## src/rtl/pulse_frame_receiver.sv

```systemverilog
`default_nettype none
// +--------------------------------------------------------------------------+
// | pulse_frame_receiver: pulse-slot serial word receiver; RX_MAJORITY_EN    |
// | selects 2-of-3 data sampling.                          rev 1.0           |
// +--------------------------------------------------------------------------+
module pulse_frame_receiver #(
  parameter int WIDTH   = 30,
  parameter int SLOT    = 27,
  parameter int TIMEOUT = 65536
) (
  input  logic                       Clock,
  input  logic                       Rec_Reset,
  input  logic                       Rec_en,
  input  logic                       Din,
  output logic [WIDTH-1:0]           Dout,
  output logic                       OutValid,
  output logic                       Timeout,
  output logic                       FrameError,
  output logic [$clog2(WIDTH+1)-1:0] BitCount
);
  localparam int CW = $clog2(4*SLOT);
  localparam int TW = $clog2(TIMEOUT+1);
  localparam int BW = $clog2(WIDTH+1);

  localparam logic [CW-1:0] START_CHK = CW'(SLOT/2);
  localparam logic [CW-1:0] DATA_CHK  = CW'(2*SLOT);
  localparam logic [CW-1:0] STOP_CHK  = CW'(3*SLOT + SLOT/2);
  localparam logic [TW-1:0] WAIT_LAST = TW'(TIMEOUT-1);
  localparam logic [BW-1:0] LAST_BIT  = BW'(WIDTH-1);
`ifdef RX_MAJORITY_EN
  localparam logic [CW-1:0] DATA_EARLY = CW'(2*SLOT-1);
  localparam logic [CW-1:0] DATA_LATE  = CW'(2*SLOT+1);
`endif

  localparam logic [2:0] S_IDLE  = 3'd0;
  localparam logic [2:0] S_START = 3'd1;
  localparam logic [2:0] S_DATA  = 3'd2;
  localparam logic [2:0] S_STOP  = 3'd3;
  localparam logic [2:0] S_WAIT  = 3'd4;

  logic [1:0]       sync_q, sync_d;
  logic             s_prev_q, s_prev_d;
  logic [2:0]       state_q, state_d;
  logic [CW-1:0]    cnt_q, cnt_d;
  logic [TW-1:0]    tcnt_q, tcnt_d;
  logic             ret_wait_q, ret_wait_d;
  logic [WIDTH-1:0] shift_q, shift_d;
  logic [BW-1:0]    bit_count_q, bit_count_d;
  logic [WIDTH-1:0] dout_q, dout_d;
  logic             out_valid_q, out_valid_d;
  logic             timeout_q, timeout_d;
  logic             frame_error_q, frame_error_d;
`ifdef RX_MAJORITY_EN
  logic [1:0]       maj_q, maj_d;
`endif

  logic s;
  logic fall;
  assign s    = sync_q[1];
  assign fall = s_prev_q & ~s;

  always_comb begin
    sync_d        = {sync_q[0], Din};
    s_prev_d      = s;
    state_d       = state_q;
    cnt_d         = cnt_q;
    tcnt_d        = tcnt_q;
    ret_wait_d    = ret_wait_q;
    shift_d       = shift_q;
    bit_count_d   = bit_count_q;
    dout_d        = dout_q;
    out_valid_d   = 1'b0;
    timeout_d     = 1'b0;
    frame_error_d = 1'b0;
`ifdef RX_MAJORITY_EN
    maj_d         = maj_q;
`endif
    if (!Rec_en) begin
      state_d     = S_IDLE;
      cnt_d       = '0;
      tcnt_d      = '0;
      ret_wait_d  = 1'b0;
      shift_d     = '0;
      bit_count_d = '0;
    end else begin
      case (state_q)
        S_IDLE: begin
          if (fall) begin
            state_d    = S_START;
            cnt_d      = '0;
            ret_wait_d = 1'b0;
          end
        end
        S_WAIT: begin
          if (fall) begin
            state_d    = S_START;
            cnt_d      = '0;
            ret_wait_d = 1'b1;
          end else if (tcnt_q == WAIT_LAST) begin
            timeout_d   = 1'b1;
            shift_d     = '0;
            bit_count_d = '0;
            tcnt_d      = '0;
            state_d     = S_IDLE;
          end else begin
            tcnt_d = tcnt_q + 1'b1;
          end
        end
        S_START: begin
          cnt_d = cnt_q + 1'b1;
          // A start pulse that is gone by mid-slot was a glitch: resume where we were.
          if (cnt_q == START_CHK) begin
            if (!s) state_d = S_DATA;
            else    state_d = ret_wait_q ? S_WAIT : S_IDLE;
          end
        end
        S_DATA: begin
          cnt_d = cnt_q + 1'b1;
`ifdef RX_MAJORITY_EN
          if (cnt_q == DATA_EARLY) maj_d[0] = s;
          if (cnt_q == DATA_CHK)   maj_d[1] = s;
          if (cnt_q == DATA_LATE) begin
            shift_d = {shift_q[WIDTH-2:0],
                       (maj_q[0] & maj_q[1]) | (maj_q[0] & s) | (maj_q[1] & s)};
            state_d = S_STOP;
          end
`else
          if (cnt_q == DATA_CHK) begin
            shift_d = {shift_q[WIDTH-2:0], s};
            state_d = S_STOP;
          end
`endif
        end
        S_STOP: begin
          cnt_d = cnt_q + 1'b1;
          if (cnt_q == STOP_CHK) begin
            cnt_d = '0;
            if (s && (bit_count_q == LAST_BIT)) begin
              dout_d      = shift_q;
              out_valid_d = 1'b1;
              shift_d     = '0;
              bit_count_d = '0;
              state_d     = S_IDLE;
            end else if (s) begin
              bit_count_d = bit_count_q + 1'b1;
              tcnt_d      = '0;
              state_d     = S_WAIT;
            end else begin
              frame_error_d = 1'b1;
              shift_d       = '0;
              bit_count_d   = '0;
              state_d       = S_IDLE;
            end
          end
        end
        default: state_d = S_IDLE;
      endcase
    end
  end

  always_ff @(posedge Clock) begin
    if (Rec_Reset) begin
      sync_q        <= 2'b11;
      s_prev_q      <= 1'b1;
      state_q       <= S_IDLE;
      cnt_q         <= '0;
      tcnt_q        <= '0;
      ret_wait_q    <= 1'b0;
      shift_q       <= '0;
      bit_count_q   <= '0;
      dout_q        <= '0;
      out_valid_q   <= 1'b0;
      timeout_q     <= 1'b0;
      frame_error_q <= 1'b0;
`ifdef RX_MAJORITY_EN
      maj_q         <= 2'b00;
`endif
    end else begin
      sync_q        <= sync_d;
      s_prev_q      <= s_prev_d;
      state_q       <= state_d;
      cnt_q         <= cnt_d;
      tcnt_q        <= tcnt_d;
      ret_wait_q    <= ret_wait_d;
      shift_q       <= shift_d;
      bit_count_q   <= bit_count_d;
      dout_q        <= dout_d;
      out_valid_q   <= out_valid_d;
      timeout_q     <= timeout_d;
      frame_error_q <= frame_error_d;
`ifdef RX_MAJORITY_EN
      maj_q         <= maj_d;
`endif
    end
  end

  assign Dout       = dout_q;
  assign OutValid   = out_valid_q;
  assign Timeout    = timeout_q;
  assign FrameError = frame_error_q;
  assign BitCount   = bit_count_q;

endmodule
`default_nettype wire

```

## config.mk

```make
export PLATFORM = sky130hd
export DESIGN_NAME = pulse_frame_receiver
export DESIGN_NICKNAME = d
export VERILOG_FILES = /design/src/rtl/pulse_frame_receiver.sv
export SDC_FILE = /design/constraint.sdc
export NUM_CORES = 1
export LEC_CHECK = 0
export CAP_MARGIN = 40
export CORE_UTILIZATION = 26
export DETAILED_ROUTE_END_ITERATION = 8
export MAX_ROUTING_LAYER = met4
export SYNTH_ARGS = -nofsm -noshare
export SYNTH_HDL_FRONTEND = slang
export SYNTH_SLANG_ARGS = --single-unit
export TNS_END_PERCENT = 5
```

## constraint.sdc

```tcl
create_clock -name Clock -period 2.3 [get_ports Clock]
set_input_delay 0.345 -clock Clock [delete_from_list [all_inputs] [get_ports Clock]]
set_output_delay 0.345 -clock Clock [all_outputs]
set_load 0.02 [all_outputs]
```

# == Word level (Yosys, flattened, before mapping) ==
# Index checks and enable logic that the tools add are counted.
# totals
reg_bits,99
latchBits,0
ram_bits,0
romBits,0
in_bits,4
out_inout_bits,38
word_cells,100
mem_count,0
# classes
n_addsub,3
n_mul,0
div,0
n_lt_le_gt_ge,0
n_eq_ne,21
shifts,0
n_mux,39
bitwise_logic,6
n_reduce_logical,19
# op_table
op,count
$mux 30,6
$pmux 30 s3,1
$mux 17,5
$pmux 17 s2,1
$mux 3,10
$mux 5,5
$pmux 7 s3,1
$ne 2x2->1 const B,9
$add 17x1->17 const B,1
$eq 17x16->1 const B,1
$pmux 3 s5,1
$mux 7,2
$pmux 5 s2,1
$reduce_and 5->1,2
$reduce_and 4->1,2
$reduce_or 4->1,2
$add 7x1->7 const B,1
$eq 7x4->1 const B,1
$eq 7x6->1 const B,1
$eq 7x7->1 const B,1
$eq 3x2->1 const B,2
$ne 3x3->1 const B,2
$reduce_and 6->1,1
$reduce_bool 3->1,2
other kinds (16),27

# == Depth between registers and ports, before layout ==
# Gate-level depths: netlist of the first run.
# depth
depth_word,5
mapped_depth,9
depth_no_buf,7

# == Worst setup path before layout of the first run ==
# No wires, ideal clock.
# synth_path
path_kind,register to register
from,"reg bit_count_q[1], in the netlist BitCount[1]"
to,reg tcnt_q[13]
setup_time_ns,0.066
t_arrival_ns,1.776
required_ns,2.234
setup_slack_ns,0.458
stages_incl_launch_ff,8
period_less_slack_ns,1.842
path_cell_list,dfxtp_1 > inv_1 > ha_1 > nand4_1 > and2_1 > a21oi_4 > or4_4 > a21oi_2
# synth_via
elab_chain_cells,4
# synth_rtl
element,line_no,source
start: declaration,48,"logic [BW-1:0] bit_count_q, bit_count_d;"
start signal: assignment,186,bit_count_q <= bit_count_d;
$eq 5x5->1,138,if (s && (bit_count_q == LAST_BIT)) begin
$logic_and 1x1->1,138,
$ne 2x2->1 (no source line),--,
$reduce_and 5->1 (no source line),--,
end signal: assignment,183,tcnt_q <= tcnt_d;
end: declaration,45,"logic [TW-1:0] tcnt_q, tcnt_d;"
# Every way passes these cells.
# A chain may end at the register's enable or synchronous reset.

# == Worst setup path in the final report of the first run ==
# layout_path
from,reg cnt_q[0]
to,reg tcnt_q[6]
# layout_via
elab_chain_cells,3
# layout_rtl
element,line_no,source
start: declaration,44,"logic [CW-1:0] cnt_q, cnt_d;"
start signal: assignment,182,cnt_q <= cnt_d;
$eq 7x7->1,136,if (cnt_q == STOP_CHK) begin
$ne 2x2->1 (no source line),--,
$reduce_and 5->1 (no source line),--,
# Every way passes these cells.

==> results of run 1 <==
## state kept, by name, indices dropped and copies added, names as in the netlist, 2 cells and up
register and count:
tcnt_q 17, cnt_q 7, shift_q 30, sync_q 2, Dout 30, state_q 3
BitCount 5
## placed cells by master (no fill, tap or decap), drive strengths merged, types with 5 or more instances in the layout
cell type | netlist | routed
dfxtp | 99 | 99
clkdlybuf4s50 | 0 | 41
clkbuf | 10 | 12
buf | 17 | 14
a21oi | 55 | 55
inv | 5 | 6
nand2 | 81 | 81
nand3 | 15 | 15
nor2 | 24 | 24
ha | 6 | 6
xor2 | 5 | 5
nand4 | 10 | 10
a22o | 30 | 30
or3 | 9 | 9
and3 | 7 | 7
o21ai | 14 | 14
nor3 | 10 | 10
## how the worst max path moves through the flow
stage | start | slack [ns] | end
after detailed placement | cnt_q[0] | 0.22 | tcnt_q[4]
after CTS | cnt_q[0] | 0.20 | tcnt_q[6]
after floorplan | BitCount[1] | 0.46 | tcnt_q[13]
after global placement | state_q[0] | 0.33 | Dout[29]
after global routing | cnt_q[0] | 0.04 | tcnt_q[4]
final | cnt_q[0] | 0.21 | tcnt_q[6]
## power by group
group	switching (W)	total (W)	internal (W)
sequential	0.00000447	0.00172	0.00172
combinational	0.0000419	0.0000663	0.0000243
clock	0.000639	0.00146	0.000818
total	0.000685	0.00324	0.00256
## cell families after synthesis
logic type / share of synthesized area
simple gates: 0.229
compound gates: 0.190
flops: 0.504
buf+inv: 0.0398
xor+xnor: 0.0156
fa+ha+maj: 0.0191
mux: 0.00255
## through the flow
step | std cells | worst slack (ns) | util
final | 667 | 0.206 | 0.331
after global routing | 667 | 0.0395 | 0.331
after CTS | 667 | 0.199 | 0.331
after detailed placement | 652 | 0.216 | 0.311
after global placement | 652 | 0.329 | 0.311
after floorplan | 440 | 0.458 | -
## cell type report
class | count | share of cell area
flip-flops and latches | 99 | 0.409
inverters | 5 | 0.00387
clock buffers | 12 | 0.0550
repair buffers | 55 | 0.109
well taps | 184 | 0.0475
multi-input cells | 309 | 0.372
clock inverters | 3 | 0.00439
## metal layers
layer / routed length, um / vias up / share of wire
li1: - / 1631 / -
met1: 4200 / 1528 / 0.50
met5: 0 / - / 0
met4: 102 / 0 / 0.012
met2: 3760 / 50 / 0.45
met3: 372 / 9 / 0.044
==> impl_metrics.env, run 1 <==
export IMPL_synth_area_top_cells="dfxtp_1 50%, nand2_1 7.7%, a21oi_1 6.8%"
export IMPL_io_pin_count=42
export IMPL_fillers=1528
export IMPL_layout_nets=489
export IMPL_setup_tns_ns=0
export IMPL_drive_above_1_share=0.0911
export IMPL_hold_buffers=0
export IMPL_postSynth_asyncResetShare=0
export IMPL_cts_buffers=9
export IMPL_p_leak_nw=1.61
export IMPL_met2_usage=0.176
export IMPL_synth_most_common_cell="dfxtp_1"
export IMPL_drv_slew=0
export IMPL_grtUsageMet3=0.0382
export IMPL_area_delta_synth_final_pct=23.4
export IMPL_numPortBuffers=41
export IMPL_synth_common_cells="99 x dfxtp_1, 81 x nand2_1, 53 x a21oi_1, 30 x a22o_1, 24 x nor2_1"
export IMPL_min_from="sync_q[0]"
export IMPL_placementRows=44
export IMPL_crit_arrival_ns=2.36
export IMPL_avgViaCountPerCell=4.82
export IMPL_timing_fmax_ghz=0.478
export IMPL_root_buffer="clkbuf_16"
export IMPL_cts_tree="done"
export IMPL_cp_slowest_cell="dfxtp_1"
export IMPL_die_h_um=125
export IMPL_r2r_end="tcnt_q[6]"
export IMPL_fp_dieW_um=125
export IMPL_ys_flop_type="dfxtp_1"
export IMPL_reg2reg_slack_ns=0.21
export IMPL_hold_violations=0
export IMPL_outcome="finished with violations"
export IMPL_yosysTopAreaCell="dfxtp_1"
export IMPL_drt_total_wl_um=8440
export IMPL_h_tree_depth=3
export IMPL_ys_seq_area_frac=0.504
export IMPL_start_util=0.268
export IMPL_crit_family="compound AO/OA/AOI/OAI gates"
export IMPL_final_cell_area_um2=4850
export IMPL_use_met1=0.144
export IMPL_powerDensity_nw_per_um2=669
export IMPL_relSlewSlack=0.687
export IMPL_cts_resized=0
export IMPL_hpwl_um=5780
export IMPL_clk_pin_slew_ns=0.07
export IMPL_avgSynthCellArea_um2=8.93
export IMPL_routedWlPerCell_um=12.6
export IMPL_clkSinkCount=99
export IMPL_synth_edf_count=0
export IMPL_grt_pass1_vias=3091
export IMPL_end_kind="flop"
export IMPL_worst_path_buf_inv=2
export IMPL_placed_area_um2=4560
export IMPL_synth_cells=440
export IMPL_gp_congestion=0.803
export IMPL_drt_drc_violations_left=10
export IMPL_finalClockSkew_ns=0.00438
export IMPL_multiInputGateArea_um2=1800
export IMPL_clock_latency_ns=0.34
export IMPL_vias=3218
export IMPL_hold_end="sync_q[1]"
export IMPL_hp_class="reg2reg"
export IMPL_antenna_cells=0
export IMPL_track_usage=0.116
export IMPL_r2r_cells=8
export IMPL_cp_start_kind="flop"
export IMPL_core_area_um2=14600
export IMPL_rsz0062_at_grt="no"
export IMPL_die_area_um2=15600
export IMPL_drt_first_pass_iters=8
export IMPL_holdPathStages=1
export IMPL_r2r_start="cnt_q[0]"
export IMPL_worst_pin_slew_ns=0.468
export IMPL_overflow=0
export IMPL_grt_antenna_before_repair=0
export IMPL_path_class="reg2reg"
export IMPL_path_depth=8
export IMPL_violations="design-rule violations"
export IMPL_fin_hold_ws_ns=0.410
export IMPL_synthesis_area_um2=3930
export IMPL_critical_path_required_ns=2.57
export IMPL_crit_fanout=14
export IMPL_ant_nets=0
export IMPL_setup_viol=0
export IMPL_cts_buffer_depth=2
export IMPL_grt_max_degree=35
export IMPL_total_power_w=0.00324
export IMPL_period_minus_slack_ns=2.09
export IMPL_yosysWarningCount=0
export IMPL_syn_nets=450
export IMPL_vdd_drop_max_mv=0.343
export IMPL_ys_ff_latch=99
export IMPL_ys_types=51
export IMPL_busiest_layer="met2"
export IMPL_synth_top_cell_area_share=0.504
export IMPL_post_cts_buffers=0
export IMPL_cp_cell_sequence="inv_1, ha_1, and3_1, and3_4, a21oi_4, o21ai_1, buf_4, a21oi_1"
export IMPL_seqCellArea_um2=1980
export IMPL_cap_viol_max_count=0
export IMPL_grt_first_pass_wirelength_um=14500
export IMPL_drt_iter0_drc=176
export IMPL_post_route_period_util=0.910
export IMPL_cpPeakStageDelay_ns=0.42
Power figures use the tool's default switching activity.
==> run 2, diff against run 1 <==
==> constraint.sdc (replaced) <==
create_clock -name Clock -period 1.9 [get_ports Clock]
set_input_delay 0.285 -clock Clock [delete_from_list [all_inputs] [get_ports Clock]]
set_output_delay 0.285 -clock Clock [all_outputs]
set_load 0.02 [all_outputs]
==> run 2 against run 1 <==
Against the previous run:
- setup slack worse by 0.15 ns
- highest routed layer unchanged
- the run still ends with design-rule violations left
- non-clock buffer count rose by 33
- die area did not move
==> impl_metrics.env, run 2 (synthesis gave the netlist of run 1 again) <==
export IMPL_outcome="finished with violations"
export IMPL_violations="design-rule violations"
export IMPL_numPortBuffers=41
export IMPL_drive_above_1_share=0.176
export IMPL_drt_first_pass_iters=6
export IMPL_powerDensity_nw_per_um2=749
export IMPL_clkSinkCount=99
export IMPL_relSlewSlack=0.735
export IMPL_crit_family="simple AND/OR/NAND/NOR gates"
export IMPL_hp_class="reg2reg"
export IMPL_layout_nets=522
export IMPL_placementRows=44
export IMPL_hold_violations=0
export IMPL_cap_viol_max_count=0
export IMPL_io_pin_count=42
export IMPL_final_common_cell="dfxtp_1"
export IMPL_crit_arrival_ns=2.13
export IMPL_cp_cell_sequence="inv_2, ha_4, and3_4, and3_4, a21oi_4, buf_12, or4_4, a21oi_2"
export IMPL_hold_end="sync_q[1]"
export IMPL_avgViaCountPerCell=4.83
export IMPL_die_area_um2=15600
export IMPL_rsz0062_at_grt="yes"
export IMPL_drt_drc_violations_left=12
export IMPL_overflow=0
export IMPL_grt_max_degree=35
export IMPL_antenna_cells=0
export IMPL_drt_iter0_drc=215
export IMPL_finalClockSkew_ns=0.00795
export IMPL_final_cell_mix="96 x dfxtp_1, 81 x nand2_1, 51 x a21oi_1"
export IMPL_post_route_period_util=0.969
export IMPL_drv_slew=0
export IMPL_total_power_w=0.00394
export IMPL_critical_path_required_ns=2.18
export IMPL_worst_pin_slew_ns=0.395
export IMPL_drt_total_wl_um=9080
export IMPL_clk_pin_slew_ns=0.07
export IMPL_die_h_um=125
export IMPL_start_util=0.268
export IMPL_clock_latency_ns=0.34
export IMPL_timing_fmax_ghz=0.543
export IMPL_vdd_drop_max_mv=0.467
export IMPL_cpPeakStageDelay_ns=0.51
export IMPL_reg2reg_slack_ns=0.06
export IMPL_worst_path_buf_inv=2
export IMPL_path_class="reg2reg"
export IMPL_min_from="sync_q[0]"
export IMPL_track_usage=0.123
export IMPL_gp_congestion=0.853
export IMPL_hpwl_um=6180
export IMPL_setup_tns_ns=0
export IMPL_r2r_end="tcnt_q[13]"
export IMPL_grt_first_pass_wirelength_um=15100
export IMPL_setup_viol=0
export IMPL_grt_pass1_vias=3194
export IMPL_ant_nets=0
export IMPL_root_buffer="clkbuf_16"
export IMPL_area_delta_synth_final_pct=34.0
export IMPL_cts_tree="done"
export IMPL_r2r_cells=8
export IMPL_cp_slowest_cell="or4_4"
export IMPL_vias=3385
export IMPL_cts_buffers=9
export IMPL_routedWlPerCell_um=13.0
export IMPL_fin_hold_ws_ns=0.412
export IMPL_cp_start_kind="flop"
export IMPL_startpoint="cnt_q[0]"
export IMPL_path_common_cell="and3_4"
export IMPL_period_minus_slack_ns=1.84
export IMPL_fp_dieW_um=125
export IMPL_p_leak_nw=1.84
export IMPL_grt_antenna_before_repair=0
export IMPL_h_tree_depth=3
export IMPL_core_area_um2=14600
export IMPL_holdPathStages=1
export IMPL_cts_buffer_depth=2
export IMPL_r2r_start="cnt_q[0]"
export IMPL_end_kind="flop"
export IMPL_crit_fanout=6
[run 2: how the worst max path moves through the flow]
stage,to,cells after the start
after floorplan,tcnt_q[13],7
after global placement,tcnt_q[13],8
after detailed placement,tcnt_q[13],8
after CTS,tcnt_q[8],6
after global routing,cnt_q[6],6
final,tcnt_q[13],8
[run 2: routing by layer]
layer / global-route usage / part of all wire / vias to the layer above / routed length, um
met5: - / 0 / - / 0
met4: 0.0359 / 0.013 / 0 / 119
met3: 0.0382 / 0.040 / 10 / 364
met2: 0.189 / 0.46 / 58 / 4200
met1: 0.153 / 0.48 / 1611 / 4400
li1: - / - / 1706 / -
[run 2: area by class of cell]
type	count	area, um2
clock buffer	12	256
clock inverter	4	33.8
fill	1517	9380
inverter	5	18.8
multi-input combinational	309	1870
sequential	99	1990
tap	184	230
timing repair buffer	88	866
[run 2: report_power, final]
part	internal (W)	switching, W
clock network	0.000969	0.000787
registers	0.00208	0.00000262
logic	0.0000431	0.0000601
[run 2: worst register-to-register path, delay by kind of cell (launching register included)]
family | cells | cell delay (ns)
AND/OR/NAND/NOR | 3 | 0.93
flip-flops | 1 | 0.32
AO/OA/AOI/OAI | 2 | 0.23
buffers and inverters | 2 | 0.20
adder cells (fa/ha/maj) | 1 | 0.12
[run 2: timing repair]
| item | 4_1_cts | 5_1_grt |
|---|---|---|
| resized for setup | 1 | 18 |
| endpoints found under the setup margin | 3 | 46 |
| hold buffers | 0 | 0 |
| setup buffers | 0 | 4 |
| pin swaps | 0 | 7 |
| cloned | 0 | 3 |
[run 2: stage by stage]
stage	area, um2	util	setup WS (ns)	cells
floorplan	3930	-	0.0585	440
global placement	4790	0.327	0.0435	678
detailed placement	4790	0.327	0.00277	678
CTS	5090	0.347	0.00232	694
global route	5260	0.359	-0.0188	701
finish	5260	0.359	0.0580	701
==> run 3, diff against run 2 <==
--- a/config.mk
+++ b/config.mk
@@ -6,6 +6,7 @@
 export NUM_CORES = 1
 export LEC_CHECK = 0
 export CAP_MARGIN = 40
+export CORE_MARGIN = 2
 export CORE_UTILIZATION = 26
 export DETAILED_ROUTE_END_ITERATION = 8
 export MAX_ROUTING_LAYER = met4
==> constraint.sdc (replaced) <==
create_clock -name Clock -period 2.1 [get_ports Clock]
set_input_delay 0.315 -clock Clock [delete_from_list [all_inputs] [get_ports Clock]]
set_output_delay 0.315 -clock Clock [all_outputs]
set_load 0.02 [all_outputs]
==> run 3 against run 2 <==
Against the previous run:
- worst hold slack worse by 0.0016 ns
- critical endpoint is now Dout[24]
- sequential share of layout area rose by 2.5 points
- clock power decreased by 12%
- routed wire length is 6.5% lower
- final area is 6.4% lower
- largest cell class unchanged
- setup slack better by 0.089 ns
- sequential power decreased by 9.6%
- the flow now finishes without violations
- non-clock buffer count is 25 lower
- combinational power fell by 27%
- register-to-register slack improved by 0.09 ns
==> impl_metrics.env, run 3 (synthesis gave the netlist of run 1 again) <==
export IMPL_hold_buffers=0
export IMPL_p_leak_nw=1.65
export IMPL_gp_congestion=0.825
export IMPL_cts_buffers=9
export IMPL_area_delta_synth_final_pct=25.4
export IMPL_outcome="completed"
export IMPL_setup_tns_ns=0
export IMPL_worst_pin_slew_ns=0.486
export IMPL_r2r_end="Dout[24]"
export IMPL_clkSinkCount=99
export IMPL_root_buffer="clkbuf_16"
export IMPL_hold_violations=0
export IMPL_clk_pin_slew_ns=0.07
export IMPL_clock_latency_ns=0.34
export IMPL_die_area_um2=16100
export IMPL_sequentialPowerShare=0.538
export IMPL_drt_total_wl_um=8500
export IMPL_cts_buffer_depth=2
export IMPL_r2r_cells=7
export IMPL_antenna_cells=0
export IMPL_cp_start_kind="flop"
export IMPL_hpwl_um=5860
export IMPL_powerDensity_nw_per_um2=711
export IMPL_cts_tree="done"
export IMPL_avgViaCountPerCell=4.74
export IMPL_p_sw_w=0.000780
export IMPL_cpPeakStageDelay_ns=0.40
export IMPL_fp_dieW_um=127
export IMPL_post_cts_buffers=0
export IMPL_reg2reg_slack_ns=0.15
export IMPL_grt_antenna_before_repair=0
export IMPL_numPortBuffers=41
export IMPL_cp_slowest_cell="or3_1"
export IMPL_fillers=1513
export IMPL_worst_path_buf_inv=1
export IMPL_core_area_um2=14600
export IMPL_pwr_share_comb=0.021
export IMPL_crit_path_end="Dout[24]"
export IMPL_overflow=0
export IMPL_rsz0062_at_grt="no"
export IMPL_drt_first_pass_iters=4
export IMPL_placementRows=44
export IMPL_crit_arrival_ns=2.16
export IMPL_timing_fmax_ghz=0.512
export IMPL_setup_viol=0
export IMPL_grt_first_pass_wirelength_um=14700
export IMPL_crit_fanout=31
export IMPL_internal_power_w=0.00273
export IMPL_die_h_um=127
export IMPL_io_pin_count=42
export IMPL_drive_above_1_share=0.110
export IMPL_drt_drc_violations_left=0
export IMPL_routedWlPerCell_um=12.6
export IMPL_p_clk_frac=0.441
export IMPL_relSlewSlack=0.674
export IMPL_multiInputGateArea_um2=1800
export IMPL_grt_max_degree=35
export IMPL_post_route_period_util=0.930
export IMPL_start_util=0.268
export IMPL_swShare=0.223
export IMPL_vdd_drop_max_mv=0.313
export IMPL_ant_nets=0
export IMPL_critical_path_required_ns=2.31
export IMPL_vias=3207
export IMPL_hp_class="reg2reg"
export IMPL_fin_hold_ws_ns=0.410
export IMPL_drv_slew=0
export IMPL_drt_iter0_drc=147
export IMPL_path_depth=7
export IMPL_finalClockSkew_ns=0.0109
export IMPL_h_tree_depth=3
export IMPL_layout_nets=497
export IMPL_startpoint="cnt_q[1]"
export IMPL_r2r_start="cnt_q[1]"
export IMPL_cap_viol_max_count=0
export IMPL_grt_pass1_vias=3184
export IMPL_end_kind="flop"
export IMPL_crit_family="simple AND/OR/NAND/NOR gates"
export IMPL_path_class="reg2reg"
export IMPL_period_minus_slack_ns=1.95
export IMPL_track_usage=0.115
export IMPL_final_common_cell="dfxtp_1"
export IMPL_cp_cell_sequence="ha_1, and3_1, nand3_2, or3_1, buf_4, nand2_1, a21oi_1"
export IMPL_seqCellArea_um2=1980
export IMPL_final_cell_mix="98 x dfxtp_1, 81 x nand2_1, 53 x a21oi_1"
==> run 3: worst reg2reg max path: stages (launching register included) <==
cell,delay [ns]
dfxtp_1,0.39
ha_1,0.18
and3_1,0.28
nand3_2,0.16
or3_1,0.40
buf_4,0.25
nand2_1,0.11
a21oi_1,0.06
==> run 3: metal layers <==
layer	up-vias	global-route usage	wire length (um)
met5	-	-	0
met4	0	0.0485	31
met3	2	0.0346	241
met2	40	0.174	3930
met1	1517	0.143	4290
li1	1648	-	-
==> run 3: area by class of cell <==
type	count	share of cell area
clock buffers	10	0.0465
clock inverters	6	0.0104
inverters	5	0.00381
multi-input cells	309	0.366
flip-flops and latches	99	0.402
well taps	184	0.0467
repair buffers	63	0.124
==> run 3: worst min-delay path by stage <==
stage / from / cells after the start / slack, ns / endpoint
finish: sync_q[0] / 1 / 0.41 / sync_q[1]
detailed placement: sync_q[0] / 1 / 0.39 / sync_q[1]
CTS: sync_q[0] / 1 / 0.41 / sync_q[1]
global route: sync_q[0] / 1 / 0.42 / sync_q[1]
global placement: sync_q[0] / 1 / 0.39 / sync_q[1]
floorplan: sync_q[0] / 1 / 0.39 / sync_q[1]
==> run 3: power by group through the flow <==
stage	logic (W)	clock network [W]	registers (W)
2_1_floorplan	0.0000478	0	0.00193
3_3_place_gp	0.0000741	0	0.00193
3_5_place_dp	0.0000749	0	0.00193
4_1_cts	0.0000750	0.00162	0.00188
5_1_grt	0.0000827	0.00169	0.00188
6_report	0.0000748	0.00155	0.00188
==> run 3: metrics by stage <==
step	utilization	setup WS [ns]	instances	power (W)	cell area (um2)
detailed placement	0.317	0.0859	660	0.00200	4650
finish	0.337	0.148	676	0.00351	4930
floorplan	-	0.258	440	0.00197	3930
global placement	0.317	0.137	660	0.00200	4650
CTS	0.336	0.0718	676	0.00357	4930
global route	0.337	0.00432	676	0.00365	4930
==> run 3: repair_timing <==
item                                   4_1_cts  5_1_grt
resized for setup                            0        2
setup endpoints to repair                    0       38
endpoints found under the hold margin        0        0
